`config.mk`:
```
export PLATFORM = sky130hd
export DESIGN_NAME = eeg_out_arb
export DESIGN_NICKNAME = d
export VERILOG_FILES = /design/src/rtl/eeg_pkg.sv /design/src/rtl/eeg_rr_pick.sv /design/src/rtl/eeg_out_arb.sv
export SDC_FILE = /design/constraint.sdc
export NUM_CORES = 1
export LEC_CHECK = 0
export ABC_AREA = 1
export CORE_MARGIN = 3
export CORE_UTILIZATION = 47
export CTS_CLUSTER_DIAMETER = 200
export CTS_CLUSTER_SIZE = 28
export DETAILED_ROUTE_END_ITERATION = 8
export PLACE_DENSITY = 0.77
export SYNTH_ARGS = -nofsm -noshare
export SYNTH_HDL_FRONTEND = slang
export SYNTH_SLANG_ARGS = --single-unit
export TNS_END_PERCENT = 20
```
`constraint.sdc`:
```
create_clock -name clk -period 1.7 [get_ports clk]
set_input_delay 0.34 -clock clk [delete_from_list [all_inputs] [get_ports clk]]
set_output_delay 0.34 -clock clk [all_outputs]
set_load 0.01 [all_outputs]
```
`src/rtl/eeg_pkg.sv`:
```
// Shared types and constants for the chip output-pad arbiter.
package eeg_pkg;

  localparam int CHIP_OUT_DW = 8;

  typedef enum logic {
    IDLE = 1'b0,
    LOCK = 1'b1
  } arb_state_t;

  function automatic int unsigned wrap_inc(input int unsigned v, input int unsigned n);
    return (v + 32'd1 >= n) ? 32'd0 : v + 32'd1;
  endfunction

endpackage

```
`src/rtl/eeg_rr_pick.sv`:
```
// Combinational round-robin first-one finder: first set req bit at or above ptr, wrapping.
// No state, zero latency; any is low when no request is pending.
module eeg_rr_pick
  import eeg_pkg::*;
#(
  parameter int REQ_NUM = 2,
  parameter int SID_W   = $clog2(REQ_NUM)
) (
  input  logic [REQ_NUM-1:0] req,
  input  logic [SID_W-1:0]   ptr,
  output logic [SID_W-1:0]   gnt,
  output logic               any
);

  logic [SID_W-1:0] cand;

  always_comb begin
    gnt  = ptr;
    any  = 1'b0;
    cand = ptr;
    for (int k = 0; k < REQ_NUM; k++) begin
      cand = SID_W'((int'(ptr) + k) % REQ_NUM);
      if (!any && req[cand]) begin
        gnt = cand;
        any = 1'b1;
      end
    end
  end

endmodule

```
`src/rtl/eeg_out_arb.sv`:
```
// Packet-level round-robin arbiter onto the single output pad stream; 1-cycle registered latency.
// Output beat held while OUT_VLD && !OUT_RDY; SRC_RDY follows slot_free for the granted source only.
module eeg_out_arb
  import eeg_pkg::*;
#(
  parameter int REQ_NUM   = 2,
  parameter int MAX_BEATS = 256,
  parameter int SID_W     = $clog2(REQ_NUM)
) (
  input  logic                           clk,
  input  logic                           rst,
  input  logic [REQ_NUM-1:0]             SRC_VLD,
  input  logic [REQ_NUM-1:0]             SRC_LST,
  output logic [REQ_NUM-1:0]             SRC_RDY,
  input  logic [REQ_NUM*CHIP_OUT_DW-1:0] SRC_DAT,
  output logic                           OUT_VLD,
  output logic                           OUT_LST,
  input  logic                           OUT_RDY,
  output logic [CHIP_OUT_DW-1:0]         OUT_DAT,
  output logic [SID_W-1:0]               OUT_SID,
  output logic                           ARB_BUSY,
  output logic                           ERR_OVF,
  input  logic                           ERR_CLR
);

  localparam int CNT_W = $clog2(MAX_BEATS + 1);

  arb_state_t             state_q, state_d;
  logic [SID_W-1:0]       ptr_q, ptr_d;
  logic [SID_W-1:0]       gnt_q, gnt_d;
  logic [SID_W-1:0]       pick_gnt, sel;
  logic                   pick_any;
  logic                   slot_free, sel_vld, sel_lst, xfer, ovf_hit, end_pkt;
  logic [CNT_W-1:0]       cnt_q, beat_num;
  logic [CHIP_OUT_DW-1:0] sel_dat;

  eeg_rr_pick #(
    .REQ_NUM(REQ_NUM),
    .SID_W  (SID_W)
  ) u_pick (
    .req(SRC_VLD),
    .ptr(ptr_q),
    .gnt(pick_gnt),
    .any(pick_any)
  );

  // While locked, only the owner is looked at; other requesters wait for IDLE.
  assign slot_free = !OUT_VLD || OUT_RDY;
  assign sel       = (state_q == LOCK) ? gnt_q : pick_gnt;
  assign sel_vld   = SRC_VLD[sel];
  assign sel_lst   = SRC_LST[sel];
  assign sel_dat   = SRC_DAT[int'(sel) * CHIP_OUT_DW +: CHIP_OUT_DW];
  assign xfer      = sel_vld && slot_free;

  assign beat_num = (state_q == LOCK) ? cnt_q + CNT_W'(1) : CNT_W'(1);
  assign ovf_hit  = xfer && !sel_lst && (beat_num == CNT_W'(MAX_BEATS));
  assign end_pkt  = sel_lst || ovf_hit;
  assign ARB_BUSY = (state_q == LOCK);

  always_comb begin
    state_d = state_q;
    gnt_d   = gnt_q;
    ptr_d   = ptr_q;
    SRC_RDY = '0;
    if (!rst) begin
      SRC_RDY[sel] = slot_free && ((state_q == LOCK) || pick_any);
    end
    if (xfer) begin
      if (end_pkt) begin
        state_d = IDLE;
        ptr_d   = SID_W'(wrap_inc(32'(sel), REQ_NUM));
      end else begin
        state_d = LOCK;
        gnt_d   = sel;
      end
    end
  end

  always_ff @(posedge clk or posedge rst) begin
    if (rst) begin
      state_q <= IDLE;
      gnt_q   <= '0;
      ptr_q   <= '0;
    end else begin
      state_q <= state_d;
      gnt_q   <= gnt_d;
      ptr_q   <= ptr_d;
    end
  end

  always_ff @(posedge clk or posedge rst) begin
    if (rst) begin
      cnt_q <= '0;
    end else if (xfer) begin
      cnt_q <= beat_num;
    end
  end

  // A runaway packet is closed on the output with a forced last.
  always_ff @(posedge clk or posedge rst) begin
    if (rst) begin
      OUT_VLD <= 1'b0;
      OUT_LST <= 1'b0;
      OUT_DAT <= '0;
      OUT_SID <= '0;
    end else if (xfer) begin
      OUT_VLD <= 1'b1;
      OUT_LST <= end_pkt;
      OUT_DAT <= sel_dat;
      OUT_SID <= sel;
    end else if (OUT_RDY) begin
      OUT_VLD <= 1'b0;
    end
  end

  always_ff @(posedge clk or posedge rst) begin
    if (rst) begin
      ERR_OVF <= 1'b0;
    end else if (ovf_hit) begin
      ERR_OVF <= 1'b1;
    end else if (ERR_CLR) begin
      ERR_OVF <= 1'b0;
    end
  end

endmodule
```
==> results of run 1 <==
==> cells in the final DEF (no fill, tap or decap) <==
cell / count
nand4_1: 1
inv_1: 18
o21bai_1: 3
dlymetal6s2s_1: 1
clkbuf_4: 3
o31ai_1: 6
nand3_4: 1
nor2_4: 1
nand2_1: 44
ha_4: 1
nand3_2: 5
nor2_2: 2
a21oi_1: 1
o21ai_2: 1
nand2_4: 1
or2_0: 1
dfrtp_1: 23
dlygate4sd2_1: 2
bufinv_16: 1
o21ai_0: 11
nand3_1: 10
nor2_1: 27
buf_2: 2
buf_6: 2
buf_4: 18
nand2_2: 3
nand3b_1: 1
inv_2: 2
o31ai_2: 2
clkinvlp_4: 1
a21oi_2: 1
o21ai_1: 3
clkdlybuf4s50_1: 33
dfrtp_2: 1
o311ai_4: 1
==> flip-flops by register name, indices dropped and copies added (netlist names) <==
signal	count
OUT_LST	1
OUT_SID	1
OUT_VLD	1
ARB_BUSY	1
cnt_q	9
OUT_DAT	8
gnt_q	1
ERR_OVF	1
ptr_q	1
==> routing by layer <==
metal	track usage	routed length, um	up-vias
met1	0.2582	1456	663
li1	-	-	684
met3	0.05011	239	8
met5	0	0	-
met2	0.3729	1749	52
met4	0.07278	63	0
==> power by group <==
part / switching [mW] / internal [mW]
combinational: 0.827 / 0.795
clock: 0.180 / 0.238
sequential: 0.141 / 0.774
==> logic make-up (layout without fill, tap and decap cells) <==
group                    count (synthesis)  after routing  synth area share
AND/OR/NAND/NOR                         97             97            0.3241
adder cells (fa/ha/maj)                  1              1          0.009258
flip-flops                              24             24            0.4444
buffers and inverters                   27             83           0.08889
AO/OA/AOI/OAI                           29             29            0.1333
==> final timing paths <==
| check | startpoint | end | cells after the start | slack (ps) |
|---|---|---|---|---|
| max in group asynchronous | rst | ARB_BUSY$_DFFE_PP0P_ | 3 | 980 |
| worst min register to register | ptr_q$_DFFE_PP0P_ | ptr_q$_DFFE_PP0P_ | 2 | 500 |
| min in group clk | ptr_q$_DFFE_PP0P_ | ptr_q$_DFFE_PP0P_ | 2 | 500 |
| worst min-delay path | rst | OUT_DAT[5]$_DFFE_PP0P_ | 3 | 460 |
| worst max register to register | cnt_q[1]$_DFFE_PP0P_ | ptr_q$_DFFE_PP0P_ | 12 | 40 |
| worst max-delay path | ARB_BUSY$_DFFE_PP0P_ | SRC_RDY[0] | 4 | -40 |
==> critical path, delay by kind of cell, from the launching register on <==
family,cells,cell delay (ps)
compound gates,1,240
buf+inv,2,290
flops,1,470
simple gates,1,80
==> what timing repair did <==
action / CTS / global route
setup endpoints to repair: 8 / 10
resized for setup: 18 / 10
pin swaps: 1 / 3
buffers inserted: 1 / 2
==> layout make-up <==
cell class | count | area share
Clock buffer | 3 | 0.01128
Clock inverter | 1 | 0.01504
Inverter | 21 | 0.04135
Multi-Input combinational cell | 127 | 0.3477
Sequential cell | 24 | 0.3014
Tap cell | 30 | 0.01880
Timing Repair Buffer | 58 | 0.2644
==> metrics.txt, run 1 <==
post-layout minimum cycle time=1744 ps; n_diodes=0; cells after synthesis=178; CP Cell Sequence=buf_4, o311ai_4, nor2_1, buf_2; VDD IR max=1.209 mV; port bufs=38; worst hold path type=primary input to async pin; Mapped Area=1351 sq um; Mapped Avg Cell Area=7.592 sq um; pwr dens=1480 nW/um^2; P_leak=0.9179 nW; status=complete, but fails checks; num rows=18; vias in the first global route=1,372; number of synthesized flops with an enable pin=0; via count=1,407; area leader, netlist=dfrtp_1; CP required=1360 ps; die area=roughly 3600 sq um; Tot GR Track Use=0.2143; post-route ant nets=0; Max FO, Critical Path=5; synth cell count leaders=nand2_1 (45), nor2_1 (28), dfrtp_1 (24); Non-Filler Cell Area, Final=1997 sq um; Seq/Total Area, Yosys=0.4444; ys flop type=dfrtp_1; RSZ-0062 raised after global routing=yes; Final Instance Count excl. Fillers=~260; top-count cell post-synth=nand2_1; largest net degree at the start of global routing=25; storage element area=601.8 sq um; latest clock arrival within the worst-skew pair=around 320 ps; gpl congestion=0.7902; Routed WL=3509 um; overall power=2.955 mW; share of synthesized registers carrying an async set or reset=1.000; number of clock sinks=24; largest stage delay on the critical path=between 400 and 500 ps; Crit. End Element=output port; final core occ=0.7644; initial antenna violation count=0; maximum buffer depth of the clock tree=2; setup_tns=-57.40 ps; Initial Util=0.5172; Max-slew headroom=0.7934; final hold slack=462.6 ps; clock root cell=clkbuf_4; drt pass-1 iters=6; global-route wire length before repair=approximately 5800 um; total of max-cap violations=0; Synth top area share=0.4444; top post-synthesis cells by area=dfrtp_1 (44%), nand2_1 (13%), nor2_1 (7.8%); IO Count=39; layout filler cell count=208; Multi-input gate area=694.4 sq um; Area Overhead vs Synth=47.78%; H-tree levels=1; fin. max-slew vios=0; DR WL/cell=13.29 um; Netlist cell types=24; TritonCTS clock tree=yes; GRT Residual Overflow=0; period utilization=1.026; syn nets=between 200 and 250; DRC viols=0; Die W=approximately 60 um; Die Y=around 60 um; core region area=2613 sq um; setup violators final=2; final hold vios=0; cts bufs inserted=3; cts hold-fix bufs=0; 1st-iter DRT viols=48; Reg clk slew, reported paths=140 ps; worst slew pin tran=just over 300 ps; CP Launch Type=flop; failing checks=negative setup slack; number of synthesized register bits=24; layout cell share with drive strength beyond 1=0.2094; Vias per Instance=approximately 5.3; Worst Skew=approximately 2.3 ps; post-place setup slack=-616.3 ps; Placed Cells=around 260; Max Clk Rate=0.5732 GHz; Final Net Count=260; HPWL Detailed=2558 um; Slowest-stage cell, CP=dfrtp_2; post-route setup slack=-44.49 ps; critical path class=flop to output port; Worst Path Arrival=1400 ps; yosys warns=0; dpl cell area=1859 sq um
Note: power is estimated with default switching activity, not from simulation.
==> run 2: changes to the inputs <==
- CORE_UTILIZATION: 47 -> 55
- CTS_CLUSTER_SIZE: 28 -> 24
- DONT_BUFFER_PORTS: default -> 1
- PLACE_DENSITY: 0.77 -> 0.68
==> run 2 against run 1 <==
  * The flow still finishes with violations (negative setup slack)
  * Final cell count is 17% lower
  * Count of clock-buffer cells in the layout stayed put
  * Highest routed layer unchanged
  * First-iteration DRC count decreased by 21%
  * Largest cell class unchanged
  * Clock skew increased by 4.5 ps
  * Setup slack improved by 38 ps
  * Critical path depth rose by 2
  * Wire length is 10% lower
  * Largest power group unchanged
==> metrics.txt, run 2 (synthesized netlist as in run 1, its figures left out) <==
CP Cell Sequence=a21oi_2, nand2_2, nand2_2, buf_6, inv_2, nor2_4; most common cell after layout, fill and taps aside=nand2_1; status=complete, but fails checks; post-route setup slack=-6.594 ps (+37.90 ps); setup violators final=1 (-1); final core occ=0.7075 (-0.05684); Worst Skew=6.791 ps (+4.498 ps); number of clock sinks=24 (unchanged); combinational share of power=0.459 (-0.090); latest clock arrival within the worst-skew pair=320 ps (about the same); Non-Filler Cell Area, Final=1610 sq um (-19%); metal3 WL=161 um (-33%); largest stage delay on the critical path=460 ps (about the same); vias in the first global route=1,213 (-12%); HPWL Detailed=2136 um (-16%); core region area=2276 sq um (-13%); via count=1,196 (-15%); M1 WL=1372 um (-5.8%); P_leak=0.7436 nW (-19%); worst slew pin tran=337.1 ps (+27.22 ps); critical path class=flop to output port; layout filler cell count=168 (-19%); initial antenna violation count=0 (unchanged); Switching Share=0.4253 (+0.03684); DR WL/cell=14.32 um (+7.8%); die area=3087 sq um (-13%); port bufs=0 (-100%); maximum buffer depth of the clock tree=2 (unchanged); H-tree levels=1 (unchanged); period utilization=1.004 (-0.02229); worst hold path type=primary input to flop; overall power=2.635 mW (-11%); pwr dens=1637 nW/um^2 (+11%); final hold vios=0 (unchanged); clock power share=0.159 (+0.017); global-route wire length before repair=5388 um (-6.8%); IO Count=39 (unchanged); Worst Path Arrival=1370 ps (-30 ps); Routed WL=3151 um (-10%); dpl cell area=1401 sq um (-25%); highest routed layer=met4; 1st-iter DRT viols=38 (-21%); Die Y=55.57 um (-6.8%); post-layout minimum cycle time=1707 ps (-37.90 ps); Int Power=1.515 mW (-16%); fin. max-slew vios=0 (unchanged); Largest register FFs=9 (unchanged); met2 routed WL=1566 um (-10%); P_sw=1.121 mW (-2.4%); Initial Util=0.5937 (+0.07649); Max-slew headroom=0.7748 (-0.01868); Area Overhead vs Synth=19.17%; Vias per Instance=5.436 (+2.0%); layout cell share with drive strength beyond 1=0.2396 (+0.03018); largest net degree at the start of global routing=25 (unchanged); Multi-input gate area=704.4 sq um (+1.4%); largest registers=cnt_q: 9 flops, OUT_DAT: 8 flops; Max FO, Critical Path=4 (-1); most frequent cells in the layout=nand2_1 (44), nor2_1 (25), dfrtp_1 (22); Tot GR Track Use=0.2127 (-0.001615); Max Clk Rate=0.5860 GHz (+2.2%); cts bufs inserted=3 (unchanged); Sequential Power Share=0.382 (+0.073); post-route ant nets=0 (unchanged); CP Launch Type=flop; Slowest-stage cell, CP=dfrtp_2; Most common cell on crit path=nand2_2; failing checks=negative setup slack; gpl congestion=0.8031 (+1.6%); TritonCTS clock tree=yes; total of max-cap violations=0 (unchanged); storage element area=603.1 sq um (+0.21%); num rows=17 (-1); Top reg by flops=cnt_q; VDD IR max=1.224 mV (+1.2%); GRT Residual Overflow=0 (unchanged); Final Net Count=218 (-16%); drt pass-1 iters=4 (-2); DRC viols=0 (unchanged); RSZ-0062 raised after global routing=yes; Reg clk slew, reported paths=130 ps (about the same); CP required=1360 ps (about the same); Die W=55.57 um (-6.8%); n_diodes=0 (unchanged); Crit. End Element=output port; clock root cell=clkbuf_4
[run 2: cell count changes in the layout (fill, tap and decap cells not counted), sizes merged]
| cell | previous run | this run |
|---|---|---|
| dlymetal6s2s | 1 | 0 |
| clkdlybuf4s50 | 33 | 0 |
| dlygate4sd3 | 0 | 1 |
| dlygate4sd2 | 2 | 0 |
| buf | 22 | 15 |
[run 2: worst paths after layout]
kind	from	to	slack [ps]	cells after the start
worst max-delay path	ARB_BUSY$_DFFE_PP0P_	SRC_RDY[1]	-7	6
worst min-delay path	ERR_CLR	ERR_OVF$_DFFE_PP0P_	100	1
worst max register to register	ARB_BUSY$_DFFE_PP0P_	ptr_q$_DFFE_PP0P_	20	14
worst min register to register	ptr_q$_DFFE_PP0P_	ptr_q$_DFFE_PP0P_	480	2
max in group asynchronous	rst	ARB_BUSY$_DFFE_PP0P_	850	3
min in group asynchronous	rst	OUT_DAT[5]$_DFFE_PP0P_	590	3
[run 2: area by class of cell]
| cell class | instances | share of cell area |
|---|---|---|
| inverters | 21 | 0.05284 |
| clock buffers | 3 | 0.01399 |
| flip-flops and latches | 24 | 0.3745 |
| clock inverters | 1 | 0.01865 |
| multi-input cells | 127 | 0.4375 |
| repair buffers | 16 | 0.08081 |
| well taps | 28 | 0.02176 |
[run 2: power by group through the flow]
stage               clock network, mW  registers [mW]  logic, mW
floorplan                           0           0.967      0.755
global placement                    0            1.01      0.894
detailed placement                  0            1.02      0.931
CTS                             0.421            1.00       1.06
global route                    0.453            1.03       1.36
finish                          0.420            1.01       1.21
[run 2: through the flow]
stage	setup TNS [ps]	instances	hold slack (ps)	setup WS, ps
global route	-313.8	220	72.55	-130.2
finish	-6.594	220	97.66	-6.594
CTS	0	215	97.68	3.043
floorplan	0	178	221.0	134.5
global placement	0	207	308.1	86.15
detailed placement	0	207	323.2	42.97
[run 2: what timing repair did]
action	in CTS	in global routing
pin swaps	1	5
hold buffers	1	0
resized for setup	13	12
buffers inserted	3	5
endpoints found under the setup margin	3	6
endpoints found under the hold margin	14	0
[run 2: critical path, delay by kind of cell (launching register included)]
kind | cells | cell delay [ps]
flip-flops | 1 | 460
AO/OA/AOI/OAI | 1 | 130
buffers and inverters | 2 | 170
AND/OR/NAND/NOR | 3 | 290
[run 2: per-layer routing]
metal  up-vias  GRT usage
met4         0    0.07986
met3         6    0.03738
met1       553     0.2594
li1        602          -
met2        35     0.3716
met5         -          0
==> run 3: changes to the inputs <==
- CAP_MARGIN: default -> 20
==> results of run 3 <==
No change in the layout: final DEF, timing and power equal those of run 2.
